**config.mk**
```make
export PLATFORM = sky130hd
export DESIGN_NAME = if_id_skid_reg
export DESIGN_NICKNAME = d
export VERILOG_FILES = /design/src/rtl/mips_pipe_pkg.sv /design/src/rtl/pipe_slot.sv /design/src/rtl/if_id_skid_reg.sv
export SDC_FILE = /design/constraint.sdc
export NUM_CORES = 1
export LEC_CHECK = 0
export ABC_AREA = 1
export BUFFER_PORTS_ARGS = -buffer_cell sky130_fd_sc_hd__buf_4
export CAP_MARGIN = 40
export CORE_ASPECT_RATIO = 2
export CORE_UTILIZATION = 55
export DETAILED_ROUTE_END_ITERATION = 8
export GPL_TIMING_DRIVEN = 1
export PLACE_DENSITY = 0.83
export SETUP_SLACK_MARGIN = 0.2
export SLEW_MARGIN = 10
export SYNTH_ARGS = -nofsm -noshare
export SYNTH_HDL_FRONTEND = slang
export SYNTH_SLANG_ARGS = --single-unit
export TNS_END_PERCENT = 5
```
**constraint.sdc**
```tcl
create_clock -name clk -period 3.3 [get_ports clk]
set_input_delay 0.99 -clock clk [delete_from_list [all_inputs] [get_ports clk]]
set_output_delay 0.99 -clock clk [all_outputs]
set_load 0.01 [all_outputs]
```
**src/rtl/mips_pipe_pkg.sv**
```systemverilog
// Shared MIPS pipeline types: default IF/ID widths, the NOP encoding and the IF/ID beat layout.
package mips_pipe_pkg;

  localparam int IF_ID_INSTR_W = 32;
  localparam int IF_ID_PC_W    = 32;

  // sll $0,$0,0 encodes as all zeros
  localparam logic [31:0] IF_ID_NOP = 32'h0000_0000;

  typedef struct packed {
    logic [IF_ID_INSTR_W-1:0] instr;
    logic [IF_ID_PC_W-1:0]    pc4;
  } if_id_beat_t;

  // Occupancy of the (main, skid) slot pair
  typedef enum logic [1:0] {
    ST_EMPTY   = 2'b00,
    ST_ONE     = 2'b01,
    ST_FULL    = 2'b10,
    ST_ILLEGAL = 2'b11
  } if_id_state_t;

endpackage

```
**src/rtl/pipe_slot.sv**
```systemverilog
// One valid+payload register; clear beats load, reset beats both.
// Cleared/reset payload takes RST_DAT so an empty slot presents a known value.
module pipe_slot #(
  parameter int           W       = 64,
  parameter logic [W-1:0] RST_DAT = '0
) (
  input  logic         clk,
  input  logic         reset_n,
  input  logic         i_clr,
  input  logic         i_load,
  input  logic [W-1:0] i_dat,
  output logic         o_vld,
  output logic [W-1:0] o_dat
);

  logic         r_vld;
  logic [W-1:0] r_dat;

  always_ff @(posedge clk) begin
    if (!reset_n) begin
      r_vld <= 1'b0;
      r_dat <= RST_DAT;
    end else if (i_clr) begin
      r_vld <= 1'b0;
      r_dat <= RST_DAT;
    end else if (i_load) begin
      r_vld <= 1'b1;
      r_dat <= i_dat;
    end
  end

  assign o_vld = r_vld;
  assign o_dat = r_dat;

endmodule

```
**src/rtl/if_id_skid_reg.sv**
```systemverilog
// IF/ID pipeline register with one-entry skid buffer, flush-to-bubble and 1-cycle latency.
// Optional stall/flush statistics counters are built when IF_ID_STATS_EN is defined.
module if_id_skid_reg
  import mips_pipe_pkg::*;
#(
  parameter int                 INSTR_W   = IF_ID_INSTR_W,
  parameter int                 PC_W      = IF_ID_PC_W,
  parameter logic [INSTR_W-1:0] NOP_INSTR = INSTR_W'(IF_ID_NOP),
  parameter int                 STAT_W    = 16
) (
  input  logic               clk,
  input  logic               reset_n,
  input  logic               flush,
  input  logic               in_valid,
  output logic               in_ready,
  input  logic [INSTR_W-1:0] in_instr,
  input  logic [PC_W-1:0]    in_pc4,
  output logic               out_valid,
  input  logic               out_ready,
  output logic [INSTR_W-1:0] out_instr,
  output logic [PC_W-1:0]    out_pc4
`ifdef IF_ID_STATS_EN
  ,
  output logic [STAT_W-1:0]  stall_cnt,
  output logic [STAT_W-1:0]  flush_cnt
`endif
);

  typedef struct packed {
    logic [INSTR_W-1:0] instr;
    logic [PC_W-1:0]    pc4;
  } beat_t;

  localparam int    BEAT_W   = $bits(beat_t);
  localparam beat_t RST_BEAT = '{instr: NOP_INSTR, pc4: '0};

  beat_t        w_in_dat;
  beat_t        w_main_dat;
  beat_t        w_skid_dat;
  beat_t        w_main_din;
  logic         w_main_vld;
  logic         w_skid_vld;
  logic         w_accept;
  logic         w_xfer;
  logic         w_main_load;
  logic         w_main_clr;
  logic         w_main_from_skid;
  logic         w_skid_load;
  logic         w_skid_clr;
  if_id_state_t w_state;

  assign w_in_dat = '{instr: in_instr, pc4: in_pc4};
  assign w_accept = in_valid && in_ready;
  assign w_xfer   = out_valid && out_ready;

  // State register: the two slot valid bits are the FSM state
  pipe_slot #(.W(BEAT_W), .RST_DAT(RST_BEAT)) u_main (
    .clk     (clk),
    .reset_n (reset_n),
    .i_clr   (w_main_clr),
    .i_load  (w_main_load),
    .i_dat   (w_main_din),
    .o_vld   (w_main_vld),
    .o_dat   (w_main_dat)
  );

  pipe_slot #(.W(BEAT_W), .RST_DAT(RST_BEAT)) u_skid (
    .clk     (clk),
    .reset_n (reset_n),
    .i_clr   (w_skid_clr),
    .i_load  (w_skid_load),
    .i_dat   (w_in_dat),
    .o_vld   (w_skid_vld),
    .o_dat   (w_skid_dat)
  );

  always_comb begin
    case ({w_main_vld, w_skid_vld})
      2'b00:   w_state = ST_EMPTY;
      2'b10:   w_state = ST_ONE;
      2'b11:   w_state = ST_FULL;
      default: w_state = ST_ILLEGAL;
    endcase
  end

  // Next-state: translate the occupancy and handshakes into slot load/clear strobes
  always_comb begin
    w_main_load      = 1'b0;
    w_main_clr       = 1'b0;
    w_main_from_skid = 1'b0;
    w_skid_load      = 1'b0;
    w_skid_clr       = 1'b0;
    if (flush) begin
      w_main_clr = 1'b1;
      w_skid_clr = 1'b1;
    end else begin
      case (w_state)
        ST_EMPTY: begin
          w_main_load = w_accept;
        end
        ST_ONE: begin
          if (w_xfer) begin
            w_main_load = w_accept;
            w_main_clr  = !w_accept;
          end else begin
            w_skid_load = w_accept;
          end
        end
        ST_FULL: begin
          if (w_xfer) begin
            w_main_load      = 1'b1;
            w_main_from_skid = 1'b1;
            w_skid_clr       = 1'b1;
          end
        end
        default: begin
          w_main_clr = 1'b1;
          w_skid_clr = 1'b1;
        end
      endcase
    end
  end

  assign w_main_din = w_main_from_skid ? w_skid_dat : w_in_dat;

  // Outputs come straight from flops; a cleared main slot already holds NOP/0
  always_comb begin
    in_ready  = !w_skid_vld;
    out_valid = w_main_vld;
    out_instr = w_main_dat.instr;
    out_pc4   = w_main_dat.pc4;
  end

  a_no_orphan_skid : assert property (@(posedge clk) disable iff (!reset_n)
                                      w_state != ST_ILLEGAL);

`ifdef IF_ID_STATS_EN
  logic [STAT_W-1:0] r_stall_cnt;
  logic [STAT_W-1:0] r_flush_cnt;

  always_ff @(posedge clk) begin
    if (!reset_n) begin
      r_stall_cnt <= '0;
      r_flush_cnt <= '0;
    end else begin
      if (out_valid && !out_ready && (r_stall_cnt != '1)) begin
        r_stall_cnt <= r_stall_cnt + STAT_W'(1);
      end
      if (flush && (r_flush_cnt != '1)) begin
        r_flush_cnt <= r_flush_cnt + STAT_W'(1);
      end
    end
  end

  assign stall_cnt = r_stall_cnt;
  assign flush_cnt = r_flush_cnt;
`endif

endmodule

```
==> impl_metrics.tcl <==
set metrics [dict create \
    crit_required_ps 3640 \
    synthCells 858 \
    drive_gt1_share_pct 18.42 \
    final_cell_mix "nand2_1, nor2_1, buf_4" \
    synth_area_leaders "dfxtp_1, nand2_1, nor2_1" \
    cp_max_fo 24 \
    synth_top_area_share_pct 44.65 \
    synthesis.area_um2 5828 \
    final_common_cell "nand2_1" \
    power_frac_comb_pct 9.3 \
    gr-total-overflow 0 \
    hold_path.class "reg2reg" \
    cts_root_buf "clkbuf_16" \
    switching_share_pct 22.79 \
    leakage_nw 3.528 \
    p_clk_share_pct 46.6 \
    met1Wirelength_mm 5.502 \
    post_dp_cell_area_um2 6894 \
    hold_viol 0 \
    wl_per_cell_um 12.27 \
    total_power_w 0.003677 \
    dp_hpwl_mm 8.641 \
    path_class "reg2reg" \
    setup_violations 0 \
    vdd_drop_max_mv 0.4627 \
    critPathArrivalTime_ps 2480 \
    worstMarginPinSlew_ps 654.2 \
    cts_tree "yes" \
    syn_nets 932 \
    cp-end-kind "flop" \
    internal_power_w 0.002839 \
    dr.pass1.iters 4 \
    routabilityCongestion 0.8090 \
    drt_iter0_drc 242 \
    antenna_found_initial 0 \
    ioPinCount 135 \
    yosysTopAreaCell "dfxtp_1" \
    ys_seq_area_share_pct 44.65 \
    design_area_um2 7431 \
    tns_ps 0 \
    clock_path_buffers 2 \
    cts.clk_slew.worst_paths_ps 50 \
    num_rows 52 \
    cts_setup_buffers 0 \
    fp.dieW_um 74.79 \
    initial_core_util_pct 57.06 \
    rsz0062_at_grt "false" \
    power_density_nw_per_um2 494.8 \
    ys_types 16 \
    drt_wl_total_mm 13.65 \
    port_buffers 134 \
    nets 1041 \
    die_y_um 147.6 \
    first_global_vias 4982 \
    slew_headroom_pct 56.28 \
    fin_ws_ps 1158 \
    die_area_um2 11040 \
    postRouteAntennaNets 0 \
    finalCritPeriodShare_pct 64.90 \
    ys_seq_elements 130 \
    numCtsBuffers 17 \
    cts_resized 0 \
    vias 5425 \
    topRoutingLayerUsed "met4" \
    clock-sinks 130 \
    outcome "complete, no violations" \
    coreArea_um2 10210 \
    ys.warnings.count 0 \
    insertion_delay_ps 410 \
    p_sw_w 0.0008378 \
    cap_viol_max_count 0 \
    grt.total_usage_pct 26.29 \
    grt_max_degree 74 \
    crit_path_start_kind "flop" \
    slew_violations 0 \
    antennaDiodeCount 0 \
    dp_slack_ps 800.6 \
    hold_buffers 0 \
    clock_skew_ps 7.842 \
    grt_pass1_wl_mm 22.51 \
    vias_per_cell 4.879 \
    post-route-min-period_ps 2142 \
    wl_met2_mm 7.105 \
    syn_avg_cell_area_um2 6.793 \
    syn2layout_area_growth_pct 27.50 \
    wl_met3_um 536 \
    drc 0 \
    htreeDepth 4 \
    power_frac_seq_pct 44.1 \
    fmax_ghz 0.4669 \
]
==> area by class of cell <==
type,instances,area [um^2]
clock buffer,24,481.7
fill,826,2784
tap,135,168.9
clock inverter,5,55.05
multi-input combinational,537,2432
timing repair buffer,146,1184
inverter,135,506.7
sequential,130,2603
==> flip-flops by register name, summed over array words and instances, names as in the netlist <==
name and cells:
u_main.o_vld 1, u_skid.o_dat 64, u_main.o_dat 64, u_skid.o_vld 1
==> worst max-delay path, stage by stage, from the launching register on <==
cell,delay (ps)
dfxtp_1,420
inv_1,140
ha_1,310
nand2_1,60
o21ai_1,90
nor2_4,520
buf_4,360
nand2_1,80
nor2_1,90
==> cells in the mapped netlist <==
master,n
o21ai_1,2
o21ai_0,63
clkbuf_1,4
buf_6,7
buf_4,4
inv_1,131
nand2_1,202
nor2_1,196
a21oi_1,1
buf_2,41
nand3_1,3
dfxtp_1,130
ha_1,5
a211oi_1,64
a21boi_1,1
inv_2,4
==> cells by family (layout without fill, tap and decap cells) <==
| kind of cell | Yosys count | in the layout | share of synthesized area (%) |
|---|---|---|---|
| flops | 130 | 130 | 44.65 |
| simple gates | 401 | 401 | 25.89 |
| compound gates | 131 | 131 | 14.04 |
| buf+inv | 191 | 310 | 14.34 |
| fa+ha+maj | 5 | 5 | 1.073 |
==> metal layers <==
metal | GRT usage [%] | vias up
met2 | 45.00 | 136
li1 | - | 2830
met3 | 6.544 | 37
met4 | 12.74 | 0
met5 | 0 | -
met1 | 29.35 | 2422
==> worst paths after layout <==
path	slack [ps]	to	depth (start not counted)	from
setup / recovery	1160	u_main.o_dat[31]	8	u_main.o_vld
hold / removal	460	u_skid.o_dat[17]	2	u_skid.o_dat[17]
setup reg to reg	1160	u_main.o_dat[31]	8	u_main.o_vld
hold reg to reg	460	u_skid.o_dat[17]	2	u_skid.o_dat[17]
==> per-stage QoR <==
step                hold slack, ps  instances  utilization, %
floorplan                    434.5        858               -
global placement             444.7       1083           67.49
detailed placement           448.0       1083           67.49
CTS                          458.2       1112           72.75
global route                 477.3       1112           72.75
finish                       457.3       1112           72.75
==> power by group through the flow <==
stage | Sequential [W] | Clock (W) | Combinational [W]
after CTS | 0.00162 | 0.00174 | 0.000344
after global routing | 0.00162 | 0.00181 | 0.000384
after detailed placement | 0.00165 | 0 | 0.000340
final | 0.00162 | 0.00171 | 0.000342
after floorplan | 0.00166 | 0 | 0.000173
after global placement | 0.00165 | 0 | 0.000336
Note: power is estimated with default switching activity, not from simulation.
